### src/rtl/mem_port_arbiter.sv
// Round-robin arbiter that serialises I-side and D-side block transfers onto one
// shared slow-memory port, with saturating per-client transaction counters.
module mem_port_arbiter #(
  parameter int ADDR_W = 28,
  parameter int DATA_W = 128,
  parameter int CNT_W  = 16
) (
  input  logic              clk,
  input  logic              rst,

  input  logic              mem_read_I,
  input  logic              mem_write_I,
  input  logic [ADDR_W-1:0] mem_addr_I,
  input  logic [DATA_W-1:0] mem_wdata_I,
  output logic [DATA_W-1:0] mem_rdata_I,
  output logic              mem_ready_I,

  input  logic              mem_read_D,
  input  logic              mem_write_D,
  input  logic [ADDR_W-1:0] mem_addr_D,
  input  logic [DATA_W-1:0] mem_wdata_D,
  output logic [DATA_W-1:0] mem_rdata_D,
  output logic              mem_ready_D,

  output logic              mem_read,
  output logic              mem_write,
  output logic [ADDR_W-1:0] mem_addr,
  output logic [DATA_W-1:0] mem_wdata,
  input  logic [DATA_W-1:0] mem_rdata,
  input  logic              mem_ready,

  output logic [CNT_W-1:0]  cnt_I,
  output logic [CNT_W-1:0]  cnt_D,
  output logic [CNT_W-1:0]  cnt_conflict
);

  // state  | meaning
  // IDLE   | no transfer in flight; pending requests are arbitrated here
  // GNT_I  | shared port owned by the I-side client, waiting for mem_ready
  // GNT_D  | shared port owned by the D-side client, waiting for mem_ready
  typedef enum logic [1:0] {IDLE, GNT_I, GNT_D} state_t;

  localparam logic [CNT_W-1:0] CNT_MAX = '1;

  state_t state;
  logic   last_gnt_d;
  logic   req_I;
  logic   req_D;
  logic   pick_D;

  assign req_I  = mem_read_I | mem_write_I;
  assign req_D  = mem_read_D | mem_write_D;
  // On a tie the client that did not win last time gets the port.
  assign pick_D = req_D && (!req_I || !last_gnt_d);

  always_ff @(posedge clk) begin
    if (rst) begin
      state        <= IDLE;
      last_gnt_d   <= 1'b0;
      mem_read     <= 1'b0;
      mem_write    <= 1'b0;
      mem_addr     <= '0;
      mem_wdata    <= '0;
      cnt_I        <= '0;
      cnt_D        <= '0;
      cnt_conflict <= '0;
    end else begin
      case (state)
        IDLE: begin
          if (req_I || req_D) begin
            // A simultaneous read+write is presented as a write.
            if (pick_D) begin
              state      <= GNT_D;
              mem_read   <= mem_read_D & ~mem_write_D;
              mem_write  <= mem_write_D;
              mem_addr   <= mem_addr_D;
              mem_wdata  <= mem_wdata_D;
              last_gnt_d <= 1'b1;
            end else begin
              state      <= GNT_I;
              mem_read   <= mem_read_I & ~mem_write_I;
              mem_write  <= mem_write_I;
              mem_addr   <= mem_addr_I;
              mem_wdata  <= mem_wdata_I;
              last_gnt_d <= 1'b0;
            end
            if (req_I && req_D && cnt_conflict != CNT_MAX)
              cnt_conflict <= cnt_conflict + 1'b1;
          end
        end
        GNT_I: begin
          if (mem_ready) begin
            if (cnt_I != CNT_MAX) cnt_I <= cnt_I + 1'b1;
            mem_read  <= 1'b0;
            mem_write <= 1'b0;
            state     <= IDLE;
          end
        end
        GNT_D: begin
          if (mem_ready) begin
            if (cnt_D != CNT_MAX) cnt_D <= cnt_D + 1'b1;
            mem_read  <= 1'b0;
            mem_write <= 1'b0;
            state     <= IDLE;
          end
        end
        default: state <= IDLE;
      endcase
    end
  end

  assign mem_ready_I = (state == GNT_I) && mem_ready;
  assign mem_ready_D = (state == GNT_D) && mem_ready;
  assign mem_rdata_I = (state == GNT_I) ? mem_rdata : '0;
  assign mem_rdata_D = (state == GNT_D) ? mem_rdata : '0;

endmodule

### config.mk
export PLATFORM = sky130hd
export DESIGN_NAME = mem_port_arbiter
export DESIGN_NICKNAME = d
export VERILOG_FILES = /design/src/rtl/mem_port_arbiter.sv
export SDC_FILE = /design/constraint.sdc
export NUM_CORES = 1
export LEC_CHECK = 0
export CORE_AREA = 2 2 359 361
export CTS_CLUSTER_DIAMETER = 100
export DETAILED_ROUTE_END_ITERATION = 10
export DIE_AREA = 0 0 361 363
export PLACE_DENSITY = 0.3
export SLEW_MARGIN = 20
export SYNTH_ARGS = -nofsm -noshare
export SYNTH_HDL_FRONTEND = slang
export SYNTH_SLANG_ARGS = --single-unit
### constraint.sdc
create_clock -name clk -period 3.7 [get_ports clk]
set_clock_uncertainty 0.2 [all_clocks]
set_input_delay 0.37 -clock clk [delete_from_list [all_inputs] [get_ports clk]]
set_output_delay 0.37 -clock clk [all_outputs]
set_load 0.05 [all_outputs]
==> results.yml <==
run_status:
  status: "complete, no violations"
sta:
  slew_violations: 0
  fmax_mhz: 291.2
  finalCritPeriodShare_pct: 92.80
  slew_headroom_pct: 47.01
  setup_viol: 0
  setup_tns_ns: 0
  worst_slack_ns: 0.2664
  finalHoldViolations: 0
  rsz0062_at_grt: "no"
  period_needed_ns: 3.434
  tightest_slew_ns: 0.7924
placement:
  post-place-ws_ns: 0.5867
  gp_congestion: 1.005
  placed_cells: 3782
  hpwl_um: 69870
  port_buffers: 910
drt:
  drtIter0Drc: 594
  vias: 13110
  firstDrtPassIters: 7
  vias_per_cell: 3.405
  postRouteAntennaNets: 0
  avgRoutedWirePerCell_um: 21.86
  drc_errors: 0
  wirelength_um: 84180
die:
  die_w_um: 361
  rows: 131
  initial_core_util_pct: 8.686
  pin_count: 911
  fp.dieArea_mm2: 0.1310
  die_y_um: 363
  core_mm2: 0.1270
worst_hold_path:
  hold_path.class: "primary input to register"
  whs_endpoint: "mem_addr[16]"
  min_from: "mem_addr_D[16]"
  holdPathStages: 2
setup_path:
  crit_path_start_kind: "register"
  worst_setup_path_end_kind: "output pin"
  cp_top_family: "buffers and inverters"
  required_ns: 3.13
  crit_slowest_cell: "clkdlybuf4s50_1"
  reg2reg_slack_ns: 0.82
  path_cells: "inv_1 > ha_4 > buf_6 > and2_1 > clkdlybuf4s50_1"
  arrival_ns: 2.86
  path_buf_inv: 3
  worstReg2RegStart: "state[1]"
  ff2ff_path_depth: 7
  crit_type: "register to output pin"
  cpPeakStageDelay_ns: 0.83
  r2r_end: "cnt_I[9]"
  cp_max_fo: 45
cells_and_area:
  area_growth_pct: 112.2
  finish.net_count: 2611
  fin_cells: 3850
  drive_gt1_share_pct: 5.688
clock_network:
  clk-insertion-delay-late_ns: 0.54
  clkTransAtPathRegs_ns: 0.06
  cts_tree: "done"
  clock-sinks: 209
  clock_path_buffers: 3
  cts_root_buffer: "clkbuf_16"
  cts-buffers-inserted: 34
  htree_levels: 2
global_route:
  grt_util_all_layers_pct: 12.20
  grt_overflow: 0
  grt_max_degree: 78
  first_global_vias: 13630
  antenna_found_initial: 7
  grt_pass1_wl_um: 112400
power:
  power.density_mw_per_mm2: 532.4
  ir_drop_v: 0.0002388
  p_leak_nw: 9.083
logic_synthesis:
  synthArstFlopShare_pct: 0
  synth_commonest_cells: "and2_1, dfxtp_1, a21oi_1"
  synth_edf_count: 0
  yosys_warnings: 0
  netlist_area_mm2: 0.01103
  ys_ff_latch: 209
  synth_ff_type: "dfxtp_1"
  ys_top_cells_by_area: "dfxtp_1, and2_1, mux2i_1, a21oi_1, o21ai_0"
  syn_area_per_cell_um2: 8.620
  synth.most_common_cell: "and2_1"
  ys_seq_area_share_pct: 37.92
  syn-num-nets: 1734
  yosysTopAreaCellShare_pct: 37.92
  ys_types: 56
  synth_largest_area_cell: "dfxtp_1"
  netlist_instances: 1280
flow_run:
  cap_violations: 0
==> cells by family (layout without fill, tap and decap cells) <==
logic type / after synthesis / after routing / synth area share, %
muxes: 124 / 124 / 11.32
DFF: 209 / 209 / 37.92
and+or+nand+nor: 478 / 478 / 26.39
AOI/OAI and AO/OA: 340 / 340 / 19.02
buffers and inverters: 122 / 1022 / 4.559
adders and majority gates: 7 / 7 / 0.7938
other: 0 / 8 / 0
==> state kept, by name (all words and copies together) (netlist names) <==
signal	cells
state	2
mem_addr	28
mem_read	1
cnt_conflict	16
mem_wdata	128
mem_write	1
last_gnt_d	1
cnt_D	16
cnt_I	16
==> through the flow <==
step	utilization, %	cell area, um^2	hold slack [ns]	power (W)
2_1_floorplan	-	11030	0.3053	0.006518
3_3_place_gp	17.44	22150	0.2849	0.009245
3_5_place_dp	17.44	22150	0.2878	0.009227
4_1_cts	18.35	23310	0.1534	0.01277
5_1_grt	18.42	23390	0.1862	0.01311
6_report	18.43	23410	0.2234	0.01246
==> placed cells by master, fill, tap and decap left out, types with 6 or more instances in the layout <==
master | netlist | layout
a211oi_1 | 32 | 32
a21oi_1 | 124 | 124
a221o_1 | 39 | 39
and2_1 | 296 | 295
buf_4 | 1 | 30
clkbuf_1 | 79 | 6
clkbuf_16 | 0 | 35
clkbuf_8 | 0 | 6
clkdlybuf4s50_1 | 0 | 877
clkinv_2 | 0 | 6
dfxtp_1 | 209 | 209
diode_2 | 0 | 8
dlymetal6s2s_1 | 0 | 31
inv_1 | 18 | 17
mux2_2 | 6 | 6
mux2i_1 | 118 | 118
nand2_1 | 19 | 19
nand3_1 | 14 | 14
nand4_1 | 11 | 11
nor2_1 | 53 | 52
nor2b_1 | 6 | 6
nor3_1 | 12 | 11
nor4_1 | 9 | 9
o21ai_0 | 111 | 111
o31ai_1 | 12 | 12
or3_1 | 16 | 16
or4_1 | 11 | 11
==> worst max-delay path by stage <==
stage	to	startpoint	depth (start not counted)
2_1_floorplan	cnt_D[7]	cnt_D[0]	6
3_3_place_gp	mem_ready_D	mem_ready	5
3_5_place_dp	mem_ready_D	mem_ready	5
4_1_cts	mem_rdata_D[5]	state[0]	5
5_1_grt	mem_rdata_D[57]	state[0]	5
6_report	mem_rdata_D[107]	state[0]	5
==> layout make-up <==
cell class / instances / area (um^2)
inverters: 18 / 68.82
well taps: 1662 / 2079
multi-input cells: 949 / 6394
repair buffers: 945 / 9513
fillers: 14113 / 103600
clock inverters: 12 / 170.2
diodes: 8 / 20.02
flip-flops and latches: 209 / 4184
clock buffers: 47 / 980.9
==> where the power goes <==
part	total [W]	leakage, nW	switching [W]	internal, W
clock	0.00337	0.566	0.00125	0.00213
sequential	0.00288	1.73	0.000225	0.00266
combinational	0.00621	6.79	0.00407	0.00214
==> routing by layer <==
metal  wire length [um]  vias up  global-route usage, %
met5                  0        -                      0
met4               1293        0                  2.625
met3               7676       59                  4.728
met2              41730      503                  21.36
met1              33480     6207                  13.99
li1                   -     6341                      -
==> timing repair <==
| action | 4_1_cts | 5_1_grt |
|---|---|---|
| endpoints found under the setup margin | 0 | 76 |
| gates resized for setup | 0 | 32 |
| setup buffers | 0 | 0 |
| hold buffers | 1 | 0 |
| endpoints found under the hold margin | 3 | 0 |
Note: power is estimated with default switching activity, not from simulation.
